==> src/rtl/gig_mac_tx_sched_if.sv <==
// AXI4 master/slave bundle between the TX descriptor scheduler and the MAC CSR window.
// Single-beat only: burst fields are carried for protocol completeness.
interface gig_mac_tx_sched_if #(
    parameter int unsigned AXI_WIDTH_AD = 32,
    parameter int unsigned AXI_WIDTH_DA = 32
);
    logic [AXI_WIDTH_AD-1:0]   AWADDR;
    logic [7:0]                AWLEN;
    logic [2:0]                AWSIZE;
    logic [1:0]                AWBURST;
    logic                      AWVALID;
    logic                      AWREADY;
    logic [AXI_WIDTH_DA-1:0]   WDATA;
    logic [AXI_WIDTH_DA/8-1:0] WSTRB;
    logic                      WLAST;
    logic                      WVALID;
    logic                      WREADY;
    logic [1:0]                BRESP;
    logic                      BVALID;
    logic                      BREADY;
    logic [AXI_WIDTH_AD-1:0]   ARADDR;
    logic [7:0]                ARLEN;
    logic [2:0]                ARSIZE;
    logic [1:0]                ARBURST;
    logic                      ARVALID;
    logic                      ARREADY;
    logic [AXI_WIDTH_DA-1:0]   RDATA;
    logic [1:0]                RRESP;
    logic                      RLAST;
    logic                      RVALID;
    logic                      RREADY;

    modport master (
        output AWADDR, AWLEN, AWSIZE, AWBURST, AWVALID, input AWREADY,
        output WDATA, WSTRB, WLAST, WVALID, input WREADY,
        input BRESP, BVALID, output BREADY,
        output ARADDR, ARLEN, ARSIZE, ARBURST, ARVALID, input ARREADY,
        input RDATA, RRESP, RLAST, RVALID, output RREADY
    );

    modport slave (
        input AWADDR, AWLEN, AWSIZE, AWBURST, AWVALID, output AWREADY,
        input WDATA, WSTRB, WLAST, WVALID, output WREADY,
        output BRESP, BVALID, input BREADY,
        input ARADDR, ARLEN, ARSIZE, ARBURST, ARVALID, output ARREADY,
        output RDATA, RRESP, RLAST, RVALID, input RREADY
    );
endinterface

==> src/rtl/gig_mac_tx_sched.sv <==
// Queues TX requests and pushes them into the MAC descriptor queue over a
// single-outstanding AXI4 master, caching the free-room count between status reads.
module gig_mac_tx_sched #(
    parameter int unsigned AXI_WIDTH_AD  = 32,
    parameter int unsigned AXI_WIDTH_DA  = 32,
    parameter logic [31:0] CSR_BASE      = 32'h3000_0000,
    parameter logic [31:0] OFF_DESC_STAT = 32'h20,
    parameter logic [31:0] OFF_DESC_ADDR = 32'h24,
    parameter logic [31:0] OFF_DESC_LEN  = 32'h28,
    parameter int unsigned FIFO_DEPTH    = 4,
    parameter int unsigned POLL_GAP      = 16
) (
    input  logic        ACLK,
    input  logic        ARESETn,
    input  logic        req_valid,
    output logic        req_ready,
    input  logic [31:0] req_addr,
    input  logic [15:0] req_len,
    gig_mac_tx_sched_if.master axi,
    output logic        busy,
    output logic        err,
    output logic [15:0] sent_cnt
);

    localparam int unsigned PTR_W = $clog2(FIFO_DEPTH);
    localparam int unsigned CNT_W = PTR_W + 1;
    localparam int unsigned GAP_W = $clog2(POLL_GAP + 1);
    localparam logic [AXI_WIDTH_AD-1:0] STAT_ADDR = AXI_WIDTH_AD'(CSR_BASE + OFF_DESC_STAT);
    localparam logic [AXI_WIDTH_AD-1:0] DADR_ADDR = AXI_WIDTH_AD'(CSR_BASE + OFF_DESC_ADDR);
    localparam logic [AXI_WIDTH_AD-1:0] DLEN_ADDR = AXI_WIDTH_AD'(CSR_BASE + OFF_DESC_LEN);

    typedef enum logic [2:0] {
        S_IDLE, S_RD_AR, S_RD_R, S_GAP, S_WA, S_BA, S_WL, S_BL
    } state_t;

    state_t state, state_nxt;

    logic [31:0]      fifo_addr [FIFO_DEPTH];
    logic [15:0]      fifo_len  [FIFO_DEPTH];
    logic [PTR_W-1:0] wr_ptr, rd_ptr;
    logic [CNT_W-1:0] fifo_cnt;
    logic             fifo_empty;
    logic             push, pop;
    logic [31:0]      head_addr;
    logic [15:0]      head_len;

    logic [15:0]      rooms;
    logic [GAP_W-1:0] gap_cnt;
    logic             aw_done, w_done;
    logic             aw_ok, w_ok, in_write;
    logic             err_set, commit, rooms_load;
    logic             unused_rd;

    assign unused_rd = ^{axi.RDATA[AXI_WIDTH_DA-1:16], axi.RLAST};

    // Request FIFO; a full FIFO refuses a push even when a pop happens the same cycle.
    assign fifo_empty = (fifo_cnt == '0);
    assign req_ready  = (fifo_cnt != CNT_W'(FIFO_DEPTH));
    assign push       = req_valid && req_ready;
    assign head_addr  = fifo_addr[rd_ptr];
    assign head_len   = fifo_len[rd_ptr];

    always_ff @(posedge ACLK) begin
        if (push) begin
            fifo_addr[wr_ptr] <= req_addr;
            fifo_len[wr_ptr]  <= req_len;
        end
    end

    always_ff @(posedge ACLK) begin
        if (!ARESETn) begin
            wr_ptr   <= '0;
            rd_ptr   <= '0;
            fifo_cnt <= '0;
        end else begin
            if (push) wr_ptr <= wr_ptr + PTR_W'(1);
            if (pop)  rd_ptr <= rd_ptr + PTR_W'(1);
            if (push && !pop)      fifo_cnt <= fifo_cnt + CNT_W'(1);
            else if (!push && pop) fifo_cnt <= fifo_cnt - CNT_W'(1);
        end
    end

    assign in_write = (state == S_WA) || (state == S_WL);
    assign aw_ok    = aw_done || (axi.AWVALID && axi.AWREADY);
    assign w_ok     = w_done  || (axi.WVALID  && axi.WREADY);

    always_ff @(posedge ACLK) begin
        if (!ARESETn) state <= S_IDLE;
        else          state <= state_nxt;
    end

    always_comb begin
        state_nxt = state;
        unique case (state)
            S_IDLE: begin
                if (!fifo_empty && head_len != '0)
                    state_nxt = (rooms != '0) ? S_WA : S_RD_AR;
            end
            S_RD_AR: if (axi.ARREADY) state_nxt = S_RD_R;
            S_RD_R: begin
                if (axi.RVALID) begin
                    if (axi.RRESP != 2'b00)          state_nxt = S_IDLE;
                    else if (axi.RDATA[15:0] == '0)  state_nxt = S_GAP;
                    else                             state_nxt = S_WA;
                end
            end
            S_GAP:   if (gap_cnt == GAP_W'(POLL_GAP - 1)) state_nxt = S_RD_AR;
            S_WA:    if (aw_ok && w_ok) state_nxt = S_BA;
            S_BA: begin
                if (axi.BVALID) state_nxt = (axi.BRESP != 2'b00) ? S_IDLE : S_WL;
            end
            S_WL:    if (aw_ok && w_ok) state_nxt = S_BL;
            S_BL:    if (axi.BVALID) state_nxt = S_IDLE;
            default: state_nxt = S_IDLE;
        endcase
    end

    always_comb begin
        axi.AWLEN   = '0;
        axi.AWSIZE  = 3'd2;
        axi.AWBURST = 2'b01;
        axi.ARLEN   = '0;
        axi.ARSIZE  = 3'd2;
        axi.ARBURST = 2'b01;
        axi.WSTRB   = '1;
        axi.WLAST   = 1'b1;
        axi.ARVALID = (state == S_RD_AR);
        axi.ARADDR  = (state == S_RD_AR) ? STAT_ADDR : '0;
        axi.RREADY  = (state == S_RD_R);
        axi.AWVALID = in_write && !aw_done;
        axi.WVALID  = in_write && !w_done;
        axi.BREADY  = (state == S_BA) || (state == S_BL);
        axi.AWADDR  = '0;
        axi.WDATA   = '0;
        if (state == S_WA) begin
            axi.AWADDR = DADR_ADDR;
            axi.WDATA  = AXI_WIDTH_DA'(head_addr);
        end else if (state == S_WL) begin
            axi.AWADDR = DLEN_ADDR;
            axi.WDATA  = AXI_WIDTH_DA'({16'h0, head_len});
        end
        rooms_load = (state == S_RD_R) && axi.RVALID && (axi.RRESP == 2'b00);
        commit     = (state == S_BL) && axi.BVALID && (axi.BRESP == 2'b00);
        err_set    = ((state == S_IDLE) && !fifo_empty && (head_len == '0))
                  || ((state == S_RD_R) && axi.RVALID && (axi.RRESP != 2'b00))
                  || ((state == S_BA || state == S_BL) && axi.BVALID && (axi.BRESP != 2'b00));
        pop        = err_set || commit;
        busy       = !fifo_empty || (state != S_IDLE);
    end

    // Handshake-done flags let AWVALID and WVALID drop independently within WA/WL.
    always_ff @(posedge ACLK) begin
        if (!ARESETn) begin
            aw_done  <= 1'b0;
            w_done   <= 1'b0;
            gap_cnt  <= '0;
            rooms    <= '0;
            sent_cnt <= '0;
            err      <= 1'b0;
        end else begin
            aw_done <= in_write && !(aw_ok && w_ok) && aw_ok;
            w_done  <= in_write && !(aw_ok && w_ok) && w_ok;
            gap_cnt <= (state == S_GAP) ? gap_cnt + GAP_W'(1) : '0;
            if (err_set) err <= 1'b1;
            if (rooms_load)  rooms <= axi.RDATA[15:0];
            else if (commit) rooms <= (rooms == '0) ? '0 : rooms - 16'd1;
            if (commit) sent_cnt <= sent_cnt + 16'd1;
        end
    end

endmodule
==> src/flat_wrapper.sv <==
// flat-port wrapper written by rule: the top's interface ports become plain ports
module gig_mac_tx_sched_flat 
#(
    parameter int unsigned AXI_WIDTH_AD  = 32,
    parameter int unsigned AXI_WIDTH_DA  = 32,
    parameter logic [31:0] CSR_BASE      = 32'h3000_0000,
    parameter logic [31:0] OFF_DESC_STAT = 32'h20,
    parameter logic [31:0] OFF_DESC_ADDR = 32'h24,
    parameter logic [31:0] OFF_DESC_LEN  = 32'h28,
    parameter int unsigned FIFO_DEPTH    = 4,
    parameter int unsigned POLL_GAP      = 16
)
  (ACLK, ARESETn, req_valid, req_ready, req_addr, req_len, busy, err, sent_cnt, axi_AWADDR, axi_AWLEN, axi_AWSIZE, axi_AWBURST, axi_AWVALID, axi_AWREADY, axi_WDATA, axi_WSTRB, axi_WLAST, axi_WVALID, axi_WREADY, axi_BRESP, axi_BVALID, axi_BREADY, axi_ARADDR, axi_ARLEN, axi_ARSIZE, axi_ARBURST, axi_ARVALID, axi_ARREADY, axi_RDATA, axi_RRESP, axi_RLAST, axi_RVALID, axi_RREADY);
  gig_mac_tx_sched_if #(.AXI_WIDTH_AD(AXI_WIDTH_AD), .AXI_WIDTH_DA(AXI_WIDTH_DA)) axi_i ();
  input  logic ACLK;
  input  logic ARESETn;
  input  logic req_valid;
  output logic req_ready;
  input  logic [31:0] req_addr;
  input  logic [15:0] req_len;
  output logic busy;
  output logic err;
  output logic [15:0] sent_cnt;
  output wire logic [$bits(axi_i.AWADDR)-1:0] axi_AWADDR;
  output wire logic [$bits(axi_i.AWLEN)-1:0] axi_AWLEN;
  output wire logic [$bits(axi_i.AWSIZE)-1:0] axi_AWSIZE;
  output wire logic [$bits(axi_i.AWBURST)-1:0] axi_AWBURST;
  output wire logic [$bits(axi_i.AWVALID)-1:0] axi_AWVALID;
  input wire logic [$bits(axi_i.AWREADY)-1:0] axi_AWREADY;
  output wire logic [$bits(axi_i.WDATA)-1:0] axi_WDATA;
  output wire logic [$bits(axi_i.WSTRB)-1:0] axi_WSTRB;
  output wire logic [$bits(axi_i.WLAST)-1:0] axi_WLAST;
  output wire logic [$bits(axi_i.WVALID)-1:0] axi_WVALID;
  input wire logic [$bits(axi_i.WREADY)-1:0] axi_WREADY;
  input wire logic [$bits(axi_i.BRESP)-1:0] axi_BRESP;
  input wire logic [$bits(axi_i.BVALID)-1:0] axi_BVALID;
  output wire logic [$bits(axi_i.BREADY)-1:0] axi_BREADY;
  output wire logic [$bits(axi_i.ARADDR)-1:0] axi_ARADDR;
  output wire logic [$bits(axi_i.ARLEN)-1:0] axi_ARLEN;
  output wire logic [$bits(axi_i.ARSIZE)-1:0] axi_ARSIZE;
  output wire logic [$bits(axi_i.ARBURST)-1:0] axi_ARBURST;
  output wire logic [$bits(axi_i.ARVALID)-1:0] axi_ARVALID;
  input wire logic [$bits(axi_i.ARREADY)-1:0] axi_ARREADY;
  input wire logic [$bits(axi_i.RDATA)-1:0] axi_RDATA;
  input wire logic [$bits(axi_i.RRESP)-1:0] axi_RRESP;
  input wire logic [$bits(axi_i.RLAST)-1:0] axi_RLAST;
  input wire logic [$bits(axi_i.RVALID)-1:0] axi_RVALID;
  output wire logic [$bits(axi_i.RREADY)-1:0] axi_RREADY;
  assign axi_AWADDR = axi_i.AWADDR;
  assign axi_AWLEN = axi_i.AWLEN;
  assign axi_AWSIZE = axi_i.AWSIZE;
  assign axi_AWBURST = axi_i.AWBURST;
  assign axi_AWVALID = axi_i.AWVALID;
  assign axi_i.AWREADY = axi_AWREADY;
  assign axi_WDATA = axi_i.WDATA;
  assign axi_WSTRB = axi_i.WSTRB;
  assign axi_WLAST = axi_i.WLAST;
  assign axi_WVALID = axi_i.WVALID;
  assign axi_i.WREADY = axi_WREADY;
  assign axi_i.BRESP = axi_BRESP;
  assign axi_i.BVALID = axi_BVALID;
  assign axi_BREADY = axi_i.BREADY;
  assign axi_ARADDR = axi_i.ARADDR;
  assign axi_ARLEN = axi_i.ARLEN;
  assign axi_ARSIZE = axi_i.ARSIZE;
  assign axi_ARBURST = axi_i.ARBURST;
  assign axi_ARVALID = axi_i.ARVALID;
  assign axi_i.ARREADY = axi_ARREADY;
  assign axi_i.RDATA = axi_RDATA;
  assign axi_i.RRESP = axi_RRESP;
  assign axi_i.RLAST = axi_RLAST;
  assign axi_i.RVALID = axi_RVALID;
  assign axi_RREADY = axi_i.RREADY;
  gig_mac_tx_sched #(.AXI_WIDTH_AD(AXI_WIDTH_AD), .AXI_WIDTH_DA(AXI_WIDTH_DA), .CSR_BASE(CSR_BASE), .OFF_DESC_STAT(OFF_DESC_STAT), .OFF_DESC_ADDR(OFF_DESC_ADDR), .OFF_DESC_LEN(OFF_DESC_LEN), .FIFO_DEPTH(FIFO_DEPTH), .POLL_GAP(POLL_GAP)) u_core (.ACLK(ACLK), .ARESETn(ARESETn), .req_valid(req_valid), .req_ready(req_ready), .req_addr(req_addr), .req_len(req_len), .axi(axi_i), .busy(busy), .err(err), .sent_cnt(sent_cnt));
endmodule
==> config.mk <==
export PLATFORM = sky130hd
export DESIGN_NAME = gig_mac_tx_sched_flat
export DESIGN_NICKNAME = d
export VERILOG_FILES = /design/src/rtl/gig_mac_tx_sched_if.sv /design/src/rtl/gig_mac_tx_sched.sv /design/src/flat_wrapper.sv
export SDC_FILE = /design/constraint.sdc
export NUM_CORES = 1
export LEC_CHECK = 0
export CAP_MARGIN = 25
export CORE_ASPECT_RATIO = 1.25
export CORE_UTILIZATION = 51
export DETAILED_ROUTE_END_ITERATION = 10
export PLACE_DENSITY_LB_ADDON = 0.05
export SYNTH_ARGS = -nofsm -noshare
export SYNTH_HDL_FRONTEND = slang
export SYNTH_SLANG_ARGS = --single-unit
==> constraint.sdc <==
create_clock -name ACLK -period 3.8 [get_ports ACLK]
set_clock_uncertainty 0.15 [all_clocks]
set_input_delay 0.57 -clock ACLK [delete_from_list [all_inputs] [get_ports ACLK]]
set_output_delay 0.57 -clock ACLK [all_outputs]
set_load 0.1 [all_outputs]
-- Word level (Yosys, flattened, before mapping)
Memories as Yosys holds them, arrays and structs flattened. A register that Yosys moved wholly into a read port is not among the register bits.
Index checks and enable logic that the tools add are counted.
- memory bits (writable): 192
- memories: 2
- bits in registers: 50
- output and inout bits: 151
- input port bits: 93
- memory list (name ; depth ; bits a word ; rd ports ; clocked after Yosys merged registers in ; wr ports ; line ; RTL):
    u_core.fifo_addr ; 4 ; 32 ; 1 ; 1 ; 1 ; gig_mac_tx_sched.sv:38 ; logic [31:0] fifo_addr [FIFO_DEPTH];
    u_core.fifo_len ; 4 ; 16 ; 1 ; 1 ; 1 ; gig_mac_tx_sched.sv:39 ; logic [15:0] fifo_len [FIFO_DEPTH];
- reductions and logical operators: 51
- equal/unequal tests: 17
- add/subtract/negate cells: 7
- multiplexer cells: 29
- operators by type and width (cell ; count):
    $mux 16 ; 4
    $mux 32 ; 2
    $mux 30 ; 2
    $logic_not 16->1 ; 3
    $mux 3 ; 14
    $reduce_bool 16->1 ; 2
    $pmux 3 s8 ; 1
    $logic_and 1x1->1 ; 21
    $add 16x1->16 const B ; 1
    $sub 16x1->16 const B ; 1
    $eq 3x3->1 const B ; 4
    $ne 2x2->1 const B ; 5
    $logic_or 1x1->1 ; 8
    $mux 2 ; 4
    $reduce_and 8->1 ; 1
    $reduce_bool 2->1 ; 4
    $eq 3x2->1 const B ; 2
    $logic_not 1->1 ; 6
    $logic_not 3->1 ; 2
    $ne 2x1->1 const B ; 3
    $add 5x1->5 const B ; 1
    $eq 5x4->1 const B ; 1
    $add 2x1->2 const B ; 2
    $logic_not 2->1 ; 2
    other kinds (7) ; 8

-- Longest topological paths before layout
Gate-level depths: netlist (run 1).
- word-level depth: 10
- mapped depth: 12
- mapped depth without buffers: 11

-- Worst setup path after synthesis (run 1)
OpenSTA, ideal clock, no wires.
- kind: flip-flop to flip-flop
- start point: register u_core.state[1]
- end point: register u_core.fifo_cnt[2]
- data required time: 3.574 ns
- library setup time: 0.076 ns
- data arrival time: 4.328 ns
- cell stages (with the launch flop): 11
- period minus slack after synthesis: 4.553 ns
- buffers on the path: 1
- path slack: -0.753 ns
- path through: dfxtp_1 -> buf_2 -> nor3b_1 -> nor3b_1 -> nor3_1 -> ha_1 -> inv_1 -> fa_1 -> xor2_1 -> or3_1 -> a21boi_0
- cells in the longest elaborated chain, start to end: 9
- elaborated cells on any way between the ends: 21
- ends and longest elaborated chain (what ; line ; RTL):
    start, declared ; gig_mac_tx_sched.sv:36 ; state_t state, state_nxt;
    start signal, assigned ; gig_mac_tx_sched.sv:89 ; else state <= state_nxt;
    $eq 3x2->1 * ; -- ;
    named net axi_RREADY ; flat_wrapper.sv:48 ; output wire logic [$bits(axi_i.RREADY)-1:0] axi_RREADY;
    $logic_and 1x1->1 * (2 in a row) ; gig_mac_tx_sched.sv:145 ; || ((state == S_RD_R) && axi.RVALID && (axi.RRESP != 2'b00))
    $logic_or 1x1->1 * ; gig_mac_tx_sched.sv:145 ;
    $logic_or 1x1->1 * ; gig_mac_tx_sched.sv:146 ; || ((state == S_BA || state == S_BL) && axi.BVALID && (axi.BRESP != 2'b00));
    $logic_or 1x1->1 * ; gig_mac_tx_sched.sv:147 ; pop = err_set || commit;
    $logic_not 1->1 ; gig_mac_tx_sched.sv:78 ; if (push && !pop) fifo_cnt <= fifo_cnt + CNT_W'(1);
    $logic_and 1x1->1 ; gig_mac_tx_sched.sv:78 ;
    $mux 3 or $reduce_bool 2->1 (tied branches) ; -- ;
    end signal, assigned ; gig_mac_tx_sched.sv:78 ;
    end signal, assigned ; gig_mac_tx_sched.sv:79 ; else if (!push && pop) fifo_cnt <= fifo_cnt - CNT_W'(1);
    end, declared ; gig_mac_tx_sched.sv:41 ; logic [CNT_W-1:0] fifo_cnt;
The timed path passes the listed nets; every way through them passes the cells marked *.
A chain may end at the register's enable or synchronous reset.

==> impl_results.md, run 1 <==
- Root Driver: clkbuf_16
- Power, Total: 8520 uW
- Clk slew on worst S/H paths: 60 ps
- Iter 0 DRT Violations: 275
- Initial antenna violation count: 0
- Fillers: 1,588
- CP Class: register to register
- Final setup viols: 0
- Critical path depth: 12
- Number of global-route vias before repair: 6,638
- Seq/Total Area, Yosys: 63.0%
- Reg2reg path depth: 12
- Core Footprint: 20,800 um2
- Crit-path cells: buf_12 > mux4_2 > nor4_1 > nand3_1 > nor3_1 > nor3_1 > ha_1 > inv_1 > fa_1 > xor2_1 > or3_1 > a21boi_0
- Area of the die: 21,800 um2
- Fin util: 64.0%
- Fin crit period: 3480 ps
- Post-Route WL: 23,000 um
- Pin count of the biggest net entering global routing: 49
- Crit path capture type: register
- Detail Placement HPWL: 15,600 um
- H-tree Lvls: 1
- IO Port Bufs: 139
- Layout cells sized above 1: 18.1%
- Critical Path Sink: u_core.fifo_cnt[2]
- IO Count: 244
- CP arrival: 3770 ps
- Ys async rst share: 0%
- Post-layout nets: 1,011
- Diodes inserted: 0
- Max Freq: 0.288 GHz
- Synth Register Bits: 244
- Reg2reg end: u_core.fifo_cnt[2]
- Distinct cell type count after synthesis: 55
- Die span in y: 165 um
- Max transition margin: 32.2%
- Starting density of the core: 51.9%
- MaxCap Viol Count: 0
- Final GP Congestion: 0.869
- Worst Setup Start Kind: register
- CTS tree: yes
- Largest stage delay on the critical path: 530 ps
- Clk sinks: 244
- Max IR drop VDD: 0.483 mV
- Post-DRT Antenna Nets: 0
- Synth Instances: 760
- R2R setup slack: 320 ps
- Worst Hold Class: register to register
- Die width: 132 um
- Final Cycle Share: 91.5%
- Synth area leaders: edfxtp_1 (53%), mux4_2 (10%), dfxtp_1 (9.6%)
- Longest Clk Path Bufs: 3
- Mapped cell area: 10,800 um2
- First-pass GRT wire length: 35,900 um
- Status: finished clean
- Number of flops mapped to enable cells by yosys: 192
- Total gr overflow: 0
- CP Max Fanout: 9
- Worst hold margin: 310 ps
- DR pass1 iterations: 4
- Leak pwr: 0.00475 uW
- Measured slew at the worst slew-check pin: 1010 ps
- Max Slew Vio Count: 0
- Most numerous cell in the Yosys netlist: edfxtp_1
- Buf/Inv on CP: 2
- Largest area contributor in the netlist: edfxtp_1
- Drt wl/cell: 19.2 um
- Rows: 59
- Most common flop cell mapped by yosys: edfxtp_1
- Layout area overhead: 23.3%
- Global Route Usage Sum: 21.3%
- RSZ-0062 raised after global routing: no
- Vias per cell: 5.35
- Top delay family on crit path: simple AND/OR/NAND/NOR gates
- Via count: 6,416
- Synth top cells by count: edfxtp_1 (192), buf_4 (92), nand2_1 (61)
- Critical path's slowest cell: mux4_2
- # hold bufs at CTS: 0
- Post-Synthesis Mean Instance Area: 14.2 um2
- Pwr dens: 640 nW/um2
- Yosys top cell area share: 53.4%
- Clock latency on the worst-skew pair: 510 ps
- Setup TNS: 0 ps
- Post-route DRC: 0
- Most Frequent Cell on Critical Path: nor3_1
- Syn. warnings: 0
- TritonCTS Buffers: 25
- Final hold vios: 0
- Required @ worst endpoint: 4090 ps
area by class of cell:
| type | instances | area [um2] | share of cell area (%) |
|---|---|---|---|
| Timing Repair Buffer | 163 | 1930 | 14.5 |
| Multi-Input combinational cell | 460 | 3450 | 25.9 |
| Tap cell | 274 | 343 | 2.57 |
| Sequential cell | 244 | 6810 | 51.1 |
| Clock buffer | 33 | 656 | 4.92 |
| Inverter | 14 | 52.6 | 0.395 |
| Clock inverter | 11 | 80.1 | 0.601 |
routing by layer:
layer  up-vias  global-route usage [%]  wire, um
met2       203                    38.7     12100
met5         -                       0         0
met3        27                    4.05      1390
met4         0                    6.53       440
li1       2972                       -         -
met1      3214                    25.8      9020
per-stage QoR:
| step | instance area, um2 | setup WS (ps) | cells |
|---|---|---|---|
| after floorplan | 11100 | 228 | 845 |
| after global placement | 12600 | 316 | 1153 |
| after detailed placement | 12600 | 113 | 1153 |
| after CTS | 13300 | 87.6 | 1197 |
| after global routing | 13300 | 92.8 | 1199 |
| final | 13300 | 323 | 1199 |
cell families (layout without fill, tap and decap cells):
group	Yosys count	in the layout	share of synthesized area, %
fa+ha+maj	10	10	1.23
compound gates	75	75	4.67
xor+xnor	23	23	1.86
buf+inv	141	221	8.19
mux	51	51	10.3
simple gates	214	214	10.7
flops	244	244	63.0
other cells	2	87	0.0695
power by group:
part | leakage (uW) | total (uW) | internal (uW) | switching (uW)
sequential | 0.00218 | 3350 | 3220 | 129
combinational | 0.00222 | 2950 | 876 | 2070
clock | 0.000350 | 2230 | 1280 | 950
placed cells by master, fill, tap and decap left out, types with 13 or more instances in the layout:
| cell type | instances |
|---|---|
| edfxtp_1 | 192 |
| clkdlybuf4s50_1 | 92 |
| conb_1 | 87 |
| nand2_1 | 61 |
| dfxtp_1 | 50 |
| mux4_2 | 48 |
| buf_12 | 38 |
| buf_4 | 33 |
| nor2_1 | 27 |
| clkbuf_16 | 25 |
| a21oi_1 | 24 |
| and2_1 | 24 |
| and3_1 | 24 |
| inv_1 | 14 |
| xnor2_1 | 14 |
| o21ai_0 | 14 |
| nor4_1 | 13 |
worst min path at each step:
stage,to,startpoint,depth (start not counted)
final,u_core.w_done,u_core.aw_done,1
after floorplan,u_core.gap_cnt[0],u_core.gap_cnt[0],1
after global routing,u_core.w_done,u_core.aw_done,1
after global placement,u_core.gap_cnt[0],u_core.gap_cnt[0],1
after CTS,u_core.w_done,u_core.aw_done,1
after detailed placement,u_core.aw_done,u_core.w_done,1
flip-flops by register name (all words and copies together), names as in the netlist, named ones only:
register / cells
u_core.aw_done: 1
u_core.err: 1
u_core.fifo_addr: 128
u_core.fifo_cnt: 3
u_core.fifo_len: 64
u_core.gap_cnt: 5
u_core.rd_ptr: 2
u_core.rooms: 16
u_core.sent_cnt: 16
u_core.state: 3
u_core.w_done: 1
u_core.wr_ptr: 2
timing repair:
action | 4_1_cts | 5_1_grt
setup endpoints to repair | 0 | 2
gates resized for setup | 0 | 0
buffers inserted | 0 | 2
endpoints found under the hold margin | 0 | 0
(Power assumes the default switching activity.)
==> run 2, diff against run 1 <==
--- a/config.mk
+++ b/config.mk
@@ -9,7 +9,7 @@
 export CORE_ASPECT_RATIO = 1.25
 export CORE_UTILIZATION = 51
 export DETAILED_ROUTE_END_ITERATION = 10
-export PLACE_DENSITY_LB_ADDON = 0.05
+export PLACE_DENSITY = 0.8
 export SYNTH_ARGS = -nofsm -noshare
 export SYNTH_HDL_FRONTEND = slang
 export SYNTH_SLANG_ARGS = --single-unit
==> impl_results.md, run 2 (same netlist as run 1, synthesis figures left out) <==
- TritonCTS Buffers: 24
- Clk sinks: 244
- Crit path capture type: register
- Max IR drop VDD: 0.412 mV
- Post-Route WL: 22,100 um
- Vias per cell: 5.40
- Root Driver: clkbuf_16
- Die span in y: 165 um
- Biggest register: u_core.fifo_addr
- Worst hold margin: 297 ps
- Reg2reg end: u_core.fifo_cnt[2]
- Post-layout nets: 1,013
- Worst Setup Start Kind: register
- Total gr overflow: 0
- Status: finished clean
- Final Cycle Share: 89.5%
- Number of global-route vias before repair: 6,237
- Max Slew Vio Count: 0
- Met1 wire length: 8320 um
- IO Port Bufs: 139
- Longest Clk Path Bufs: 3
- Worst hold start: u_core.gap_cnt[0]
- Post-DRT Antenna Nets: 0
- Power, Total: 8720 uW
- Required @ worst endpoint: 4080 ps
- CP Class: register to register
- Multi-input gate area: 3450 um2
- Clock latency on the worst-skew pair: 510 ps
- Design area: 13,400 um2
- Global Route Usage Sum: 20.1%
- Setup TNS: 0 ps
- WHS Endpoint: u_core.gap_cnt[0]
- Worst Hold Class: register to register
- Leak pwr: 0.00481 uW
- Commonest non-fill, non-tap cell in the layout: edfxtp_1
- First-pass GRT wire length: 33,600 um
- Highest Signal Layer: met4
- Diodes inserted: 0
- Final hold vios: 0
- Pin count of the biggest net entering global routing: 49
- DR pass1 iterations: 5
- Met2 WL post-DR: 11,800 um
- MaxCap Viol Count: 0
- Max Freq: 0.294 GHz
- Resize count post-CTS: 0
- Pwr dens: 650 nW/um2
- Most frequent cells in the layout: edfxtp_1 (192), clkdlybuf4s50_1 (92), conb_1 (87), nand2_1 (61), dfxtp_1 (50)
- IO Count: 244
- Drt wl/cell: 18.4 um
- Fillers: 1,510
- Final setup viols: 0
- Post-route DRC: 0
- CP arrival: 3680 ps
- R2R setup slack: 400 ps
- Via count: 6,490
- H-tree Lvls: 1
- Regs by FF count: u_core.fifo_addr: 128 flops, u_core.fifo_len: 64 flops
- Final GP Congestion: 0.846
- Starting density of the core: 51.9%
- Core Footprint: 20,800 um2
- # hold bufs at CTS: 0
- Hold-critical path depth: 1
- Max transition margin: 30.9%
- Layout cells sized above 1: 19.0%
- Buf/Inv on CP: 2
- CP Max Fanout: 12
- Detail Placement HPWL: 14,500 um
- Die width: 132 um
- RSZ-0062 raised after global routing: no
- Rows: 59
- Clk slew on worst S/H paths: 60 ps
- Fin crit period: 3400 ps
- Max FFs per register: 128
- Iter 0 DRT Violations: 403
- Met3 WL: 1670 um
- Crit-path cells: buf_4 > mux4_2 > nor4_1 > nand2_1 > nor3_1 > nor3_1 > ha_1 > inv_1 > fa_1 > xor2_1 > or3_1 > a21boi_0
- CTS tree: yes
- # Post-CTS Setup Buffers: 0
- Reg2reg path depth: 12
- Area of the die: 21,800 um2
- Critical path's slowest cell: mux4_2
- Top delay family on crit path: simple AND/OR/NAND/NOR gates
- Initial antenna violation count: 0
- Most Frequent Cell on Critical Path: nor3_1
- Largest stage delay on the critical path: 540 ps
- Register area: 6810 um2
- Dpl cell area: 12,500 um2
- Layout area overhead: 24.2%
- Measured slew at the worst slew-check pin: 1030 ps
-- run 2: stage by stage --
stage                     util [%]  cells  worst slack [ps]
after CTS                     64.1   1194               187
after global placement        60.2   1151               284
final                         64.4   1201               399
after floorplan                  -    845               228
after detailed placement      60.2   1151               219
after global routing          64.4   1201              72.4
-- run 2: metal layers --
| metal | vias to the layer above | GRT usage, % |
|---|---|---|
| met5 | - | 0 |
| met4 | 0 | 4.81 |
| met3 | 27 | 3.53 |
| met2 | 280 | 37.3 |
| met1 | 3211 | 24.3 |
| li1 | 2972 | - |
-- run 2: power by group --
part	switching, uW	internal (uW)	leakage, uW
Combinational	2070	878	0.00223
Sequential	125	3220	0.00218
Clock	966	1470	0.000392
Total	3160	5560	0.00481
-- run 2: area by class of cell --
| cell class | count | share of cell area, % |
|---|---|---|
| Tap cell | 274 | 2.56 |
| Timing Repair Buffer | 166 | 14.5 |
| Clock buffer | 26 | 4.69 |
| Sequential cell | 244 | 50.8 |
| Clock inverter | 17 | 1.43 |
| Inverter | 14 | 0.392 |
| Multi-Input combinational cell | 460 | 25.7 |
-- run 2: worst max-delay path by stage --
stage	startpoint	end	slack, ps	depth (start not counted)
after floorplan	u_core.state[2]	axi_WDATA[22]	230	5
after CTS	register	u_core.fifo_cnt[2]	190	12
after detailed placement	register	u_core.fifo_cnt[2]	220	12
after global placement	register	u_core.fifo_cnt[2]	280	12
after global routing	register	u_core.fifo_cnt[2]	70	12
final	register	u_core.fifo_cnt[2]	400	12
-- run 2: worst register-to-register path, stage by stage, from the launching register on --
cell and delay, ps:
dfxtp_4 480, buf_4 250, mux4_2 540, nor4_1 380, nand2_1 130, nor3_1 220, nor3_1 140, ha_1 240
inv_1 80, fa_1 180, xor2_1 70, or3_1 300, a21boi_0 160
